$ cat config.mk
export PLATFORM = sky130hd
export DESIGN_NAME = monobit_seq_ctrl
export DESIGN_NICKNAME = d
export VERILOG_FILES = /design/src/rtl/monobit_pkg.sv /design/src/rtl/monobit_abs_stat.sv /design/src/rtl/monobit_seq_ctrl.sv
export SDC_FILE = /design/constraint.sdc
export NUM_CORES = 1
export LEC_CHECK = 0
export ABC_CLOCK_PERIOD_IN_PS = 8400
export CORE_MARGIN = 2
export CORE_UTILIZATION = 59
export CTS_CLUSTER_DIAMETER = 120
export DETAILED_ROUTE_END_ITERATION = 6
export PLACE_DENSITY = 0.94
export SETUP_SLACK_MARGIN = 0.2
export SLEW_MARGIN = 20
export SYNTH_ARGS = -nofsm -noshare
export SYNTH_HDL_FRONTEND = slang
export SYNTH_SLANG_ARGS = --single-unit
$ cat constraint.sdc
create_clock -name clk -period 8.4 [get_ports clk]
set_clock_uncertainty 0.15 [all_clocks]
set_input_delay 1.68 -clock clk [delete_from_list [all_inputs] [get_ports clk]]
set_output_delay 1.68 -clock clk [all_outputs]
set_load 0.05 [all_outputs]
$ cat src/rtl/monobit_pkg.sv
// Shared types and constants for the monobit frequency-test sequencer.
// Contents:
//   state_e      - controller state encoding (IDLE, COLLECT, EVAL, REPORT)
//   LEN_W_DEF    - default width of block length / ones count / |S|
//   THR_W_DEF    - default width of the pass threshold
//   diff_w()     - width of the signed 2*ones - len intermediate
package monobit_pkg;

    typedef enum logic [1:0] {
        IDLE    = 2'd0,
        COLLECT = 2'd1,
        EVAL    = 2'd2,
        REPORT  = 2'd3
    } state_e;

    localparam int LEN_W_DEF = 8;
    localparam int THR_W_DEF = 8;

    // 2*ones needs one extra bit and the sign needs another.
    function automatic int diff_w(input int len_w);
        return len_w + 2;
    endfunction

endpackage

$ cat src/rtl/monobit_abs_stat.sv
// Combinational |2*ones - len| for one block of the monobit test.
// Ports:
//   ones     in  LEN_W  number of ones seen in the block
//   len      in  LEN_W  block length in bits
//   abs_diff out LEN_W  |2*ones - len|; fits because ones <= len
module monobit_abs_stat
    import monobit_pkg::*;
#(
    parameter int LEN_W = LEN_W_DEF
) (
    input  logic [LEN_W-1:0] ones,
    input  logic [LEN_W-1:0] len,
    output logic [LEN_W-1:0] abs_diff
);

    localparam int DW = diff_w(LEN_W);

    logic signed [DW-1:0] diff;
    logic        [DW-1:0] mag;

    assign diff     = $signed({1'b0, ones, 1'b0}) - $signed({2'b00, len});
    assign mag      = diff[DW-1] ? DW'(-diff) : DW'(diff);
    // Upper bits of mag are always zero since |diff| <= len.
    assign abs_diff = mag[LEN_W-1:0];

endmodule

$ cat src/rtl/monobit_seq_ctrl.sv
// Block framing, ones counting and pass/fail reporting for the monobit
// frequency test.
// Ports:
//   clk, rst_n          clock, synchronous active-low reset
//   ena                 global enable; all state holds while low
//   start               begin a test when idle (level, sampled each cycle)
//   cfg_len, cfg_thresh block length and |S| threshold, latched at start
//   bit_in, bit_valid   serial data and its qualifier
//   busy                test in progress
//   done                one-cycle result strobe
//   pass, err           result flags (err: zero-length block requested)
//   ones_cnt, stat_abs  ones in the last block and |2*ones - len|
module monobit_seq_ctrl
    import monobit_pkg::*;
#(
    parameter int LEN_W = LEN_W_DEF,
    parameter int THR_W = THR_W_DEF
) (
    input  logic             clk,
    input  logic             rst_n,
    input  logic             ena,
    input  logic             start,
    input  logic [LEN_W-1:0] cfg_len,
    input  logic [THR_W-1:0] cfg_thresh,
    input  logic             bit_in,
    input  logic             bit_valid,
    output logic             busy,
    output logic             done,
    output logic             pass,
    output logic             err,
    output logic [LEN_W-1:0] ones_cnt,
    output logic [LEN_W-1:0] stat_abs
);

    localparam int CW = (LEN_W > THR_W) ? LEN_W : THR_W;

    state_e           state_q, state_d;
    logic [LEN_W-1:0] len_q, len_d;
    logic [THR_W-1:0] thr_q, thr_d;
    logic [LEN_W-1:0] cnt_q, cnt_d;
    logic [LEN_W-1:0] ones_q, ones_d;
    logic [LEN_W-1:0] stat_q, stat_d;
    logic             pass_q, pass_d;
    logic             err_q, err_d;

    logic [LEN_W-1:0] abs_diff;
    logic [CW-1:0]    abs_ext, thr_ext;

    monobit_abs_stat #(.LEN_W(LEN_W)) u_abs (
        .ones     (ones_q),
        .len      (len_q),
        .abs_diff (abs_diff)
    );

    assign abs_ext = CW'(abs_diff);
    assign thr_ext = CW'(thr_q);

    always_comb begin
        state_d = state_q;
        len_d   = len_q;
        thr_d   = thr_q;
        cnt_d   = cnt_q;
        ones_d  = ones_q;
        stat_d  = stat_q;
        pass_d  = pass_q;
        err_d   = err_q;
        if (ena) begin
            unique case (state_q)
                IDLE: begin
                    if (start) begin
                        ones_d = '0;
                        if (cfg_len == '0) begin
                            // Degenerate block: report an error immediately.
                            err_d   = 1'b1;
                            pass_d  = 1'b0;
                            stat_d  = '0;
                            state_d = REPORT;
                        end else begin
                            // stat/pass/err keep the previous result until EVAL.
                            len_d   = cfg_len;
                            thr_d   = cfg_thresh;
                            cnt_d   = '0;
                            state_d = COLLECT;
                        end
                    end
                end
                COLLECT: begin
                    if (bit_valid) begin
                        cnt_d  = cnt_q + LEN_W'(1);
                        ones_d = ones_q + LEN_W'(bit_in);
                        if (cnt_q == len_q - LEN_W'(1)) state_d = EVAL;
                    end
                end
                EVAL: begin
                    stat_d  = abs_diff;
                    pass_d  = (abs_ext <= thr_ext);
                    err_d   = 1'b0;
                    state_d = REPORT;
                end
                REPORT: state_d = IDLE;
                default: state_d = IDLE;
            endcase
        end
    end

    always_ff @(posedge clk) begin
        if (!rst_n) begin
            state_q <= IDLE;
            len_q   <= '0;
            thr_q   <= '0;
            cnt_q   <= '0;
            ones_q  <= '0;
            stat_q  <= '0;
            pass_q  <= 1'b0;
            err_q   <= 1'b0;
        end else begin
            state_q <= state_d;
            len_q   <= len_d;
            thr_q   <= thr_d;
            cnt_q   <= cnt_d;
            ones_q  <= ones_d;
            stat_q  <= stat_d;
            pass_q  <= pass_d;
            err_q   <= err_d;
        end
    end

    assign busy     = (state_q != IDLE);
    // Gated by ena so a stalled REPORT cycle does not emit a pulse.
    assign done     = ena && (state_q == REPORT);
    assign pass     = pass_q;
    assign err      = err_q;
    assign ones_cnt = ones_q;
    assign stat_abs = stat_q;

endmodule

# Word-level counts from Yosys, hierarchy flattened
# Index checks and enable logic that the tools add are counted.
# word_totals
output_inout_bits	20
ff_bits	44
inputBits	22
# op_classes
n_lt_le_gt_ge	1
eq_ne	9
n_addsub	5
n_reduce_logical	11
mux	22
bitwise_logic	1
# op_table
op	n
$mux W8	8
$pmux W8 S2	3
$reduce_and A4 Y1	4
$ne A2 B2 Y1 const B	5
$sub A9 B8 Y10	1
$add A8 B1 Y8	1
$add A8 B1 Y8 const B	1
$eq A8 B8 Y1	1
$le A8 B8 Y1	1
$logic_not A8 Y1	1
$mux W2	4
$neg A8 Y8	1
$pmux W2 S4	1
$sub A8 B1 Y8 const B	1
$reduce_bool A2 Y1	3
$reduce_and A5 Y1	1
$eq A2 B2 Y1 const B	2
$mux W1	4
$pmux W1 S2	2
$eq A2 B1 Y1 const B	1
$logic_not A2 Y1	1
$logic_and A1 B1 Y1	1
$not A1 Y1	1

# Depth between registers and ports, before layout
# logic_depth
ltp_word	5
ltp_mapped	15
depth_no_buf	15

# Modules after synthesis
# A second synthesis with hierarchy kept.
# hier_totals
cells_unflattened	343
hier_area_um2	2869.0
# by_module_without_submodules
module	area_per_inst_um2	n_inst	cells_each	seq_area_each_um2
monobit_seq_ctrl	2319.7	1	267	880.8
monobit_abs_stat	549.3	1	76	0.0

# Worst setup path before layout
# No wires, ideal clock.
# synth_path
path_kind	input-to-output
startpoint	in ena
endpoint	out done
slack_ps	4478
cell_stages	1
arrival_time_ps	2092
n_path_buf	0
path_cell_list	and2_1
# synth_via
elab_chain_len	1
# synth_rtl
element	line_no	rtl
start, declared	monobit_seq_ctrl.sv:21	input logic ena,
$logic_and A1 B1 Y1	monobit_seq_ctrl.sv:130	assign done = ena && (state_q == REPORT);
end, declared	monobit_seq_ctrl.sv:28	output logic done,
# No other way between the ends.

# Final worst setup path
# Same ends and word-level chain as after synthesis.

==> load_flow_metrics.sql <==
INSERT INTO impl_metrics (metric_group, metric, value, unit) VALUES
('sta', 'rsz_0062_raised_after_global_routing', 'false', ''),
('grt', 'grt_remaining_overflow', '0', ''),
('drt', 'drt_drc_violations_left', '0', ''),
('final_layout', 'final.fill_count', '348', ''),
('cts', 'cts-resized-gates', '0', ''),
('placed_design', 'dpl_cell_area', '3280', 'sq um'),
('final_layout', 'utilization', '72.6', '%'),
('cts', 'htreeDepth', '2', ''),
('cts', 'tritoncts', 'yes', ''),
('final_layout', 'drive_above_1_share', '5.59', '%'),
('final_layout', 'layout_common_cells', 'dfxtp_1 (44), clkdlybuf4s50_1 (41), ha_1 (25)', ''),
('setup_path', 'end_kind', 'primary output', ''),
('grt', 'groute.usage.overall', '26.1', '%'),
('grt', 'grt_pass1_vias', '2374', ''),
('grt', 'antenna_found_initial', '0', ''),
('final_layout', 'layout.cells.non_filler', '412', ''),
('synth', 'netlist.area_leader.share', '31.2', '%'),
('final_layout', 'layout_commonest_cell', 'dfxtp_1', ''),
('drt', 'wl', '6560', 'um'),
('synth', 'instance_count_of_the_mapped_netlist', '315', ''),
('setup_path', 'crit_path_max_incr_delay', '790', 'ps'),
('sta', 'setup-violations-final', '0', ''),
('setup_path', 'worst-path-max-fanout', '7', ''),
('cts', 'cts_num_sinks', '44', ''),
('placed_design', 'place_congestion', '0.915', ''),
('final_layout', 'numnets_final', '405', ''),
('cts', 'post_cts_hold_buffer_count', '0', ''),
('run_status', 'run_status', 'complete, no violations', ''),
('synth', 'ys_top_cells_by_area', 'dfxtp_1 (31%), ha_1 (11%), mux2i_1 (6.7%)', ''),
('power_and_ir_drop', 'totalPowerFinal', '0.542', 'mW'),
('synth', 'synth.yosys.warnings', '0', ''),
('floorplanning', 'fp-row-count', '25', ''),
('setup_path', 'timing_worst_setup_path_type', 'in -> out', ''),
('floorplanning', 'die_height', '73.2', 'um'),
('sta', 'max_freq', '0.198', 'GHz'),
('drt', 'drtAntennaViolNets', '0', ''),
('sta', 'worst_slew_margin_rel', '41.6', '%'),
('worst_hold_path', 'worst_hold_path_type', 'reg -> reg', ''),
('synth', 'async_reset_ff_share', '0', '%'),
('placed_design', 'placed_cells', '404', ''),
('grt', 'first_pass_grt_wire_length', '10800', 'um'),
('setup_path', 'cp_cell_sequence', 'clkdlybuf4s50_1 > and2_1 > clkdlybuf4s50_1', ''),
('placed_design', 'dpl_worst_slack', '3380', 'ps'),
('synth', 'synthDistinctLibCells', '57', ''),
('sta', 'fin_setup_tns', '0', 'ps'),
('synth', 'yosys_register_bits', '44', ''),
('synth', 'synth_edf_count', '0', ''),
('sta', 'final.period_utilization', '60.0', '%'),
('synth', 'synth_top_area_cell', 'dfxtp_1', ''),
('sta', 'period_needed', '5040', 'ps'),
('cts', 'ctsLongestPathBuffers', '2', ''),
('floorplanning', 'initial_utilization', '60.7', '%'),
('floorplanning', 'fp.dieW', '73.2', 'um'),
('final_layout', 'antenna_cells_inserted', '0', ''),
('sta', 'final-max-slew-violation-count', '0', ''),
('drt', 'routed_wire_length_per_instance', '15.9', 'um'),
('sta', 'worst_hold_slack', '336', 'ps'),
('final_layout', 'design_area', '3380', 'sq um'),
('drt', 'drt_iter0_markers', '139', ''),
('placed_design', 'io_buffer_count', '41', ''),
('cts', 'clock_latency', '300', 'ps'),
('cts', 'post_cts_buffers', '0', ''),
('worst_hold_path', 'hold-path-cell-count', '1', ''),
('floorplanning', 'top_level_ports', '42', ''),
('synth', 'syn-num-nets', '363', ''),
('floorplanning', 'die_area', '5360', 'sq um'),
('synth', 'post_synthesis_sequential_area_ratio', '31.2', '%'),
('sta', 'finalHoldViolations', '0', ''),
('cts', 'worst_setup_hold_path_clk_slew', '80', 'ps'),
('sta', 'worstMarginPinSlew', '873', 'ps'),
('synth', 'ys.flop_type', 'dfxtp_1', '');
[logic make-up after synthesis]
logic type                 synth area share (%)
buffers and inverters                      3.81
and+or+nand+nor                            22.7
muxes                                      7.12
AOI/OAI and AO/OA                          13.2
DFF                                        31.2
adders and majority gates                  11.8
xor gates and xnor gates                   10.2
[sequential cells by signal, summed over array words and instances, names as in the netlist]
register,flops
cnt_q,8
thr_ext,8
ones_cnt,8
state_q,2
stat_abs,8
len_q,8
pass,1
err,1
[worst paths after layout]
path / from / endpoint / slack [ps]
worst max-delay path: ena / done / 3360
worst min-delay path: stat_abs[5]$_SDFFE_PN0P_ / stat_abs[5]$_SDFFE_PN0P_ / 340
worst max register to register: len_q[4]$_SDFFE_PN0P_ / pass$_SDFFE_PN0P_ / 4630
worst min register to register: stat_abs[5]$_SDFFE_PN0P_ / stat_abs[5]$_SDFFE_PN0P_ / 340
[report_power, final]
part           internal [mW]  total, mW  switching [mW]
clock network         0.0666      0.143          0.0765
logic                 0.0818      0.179          0.0969
registers              0.214      0.220         0.00628
[critical path, delay by kind of cell]
family | cells | cell delay (ps)
buffers and inverters | 2 | 1370
and+or+nand+nor | 1 | 160
[routing by layer]
metal / vias to the layer above / routed length, um / global-route usage, %
li1: 1191 / - / -
met1: 1148 / 2800 / 31.7
met2: 61 / 3340 / 45.7
met3: 10 / 327 / 4.97
met4: 0 / 98 / 9.26
met5: - / 0 / 0
[synthesized netlist by cell type, types with 2 or more instances]
cell type	instances
xor2_1	13
a22o_1	6
dfxtp_1	44
a21boi_0	3
nor4b_1	2
buf_2	2
and2_1	5
nand4_1	8
nor3_1	2
nand2b_1	4
nand3_1	12
a22oi_1	2
o21ai_0	5
a21o_1	2
inv_1	21
nand2_1	14
or4_1	3
nor3b_1	2
a32oi_1	2
xnor2_1	20
o21a_1	3
mux2i_1	19
a21boi_1	3
ha_1	25
and3_1	5
nor2b_1	21
nor2_1	24
clkbuf_1	5
o41ai_1	2
a21oi_1	9
[final cells by class]
class                           instances  area (sq um)  share of cell area, %
Clock inverter                          2          15.0                  0.444
Sequential cell                        44           881                   26.0
Timing Repair Buffer                   42           418                   12.4
Inverter                               21          78.8                   2.33
Clock buffer                            6          82.6                   2.44
Multi-Input combinational cell        243          1840                   54.4
Tap cell                               54          67.6                   2.00
(Power assumes the default switching activity.)
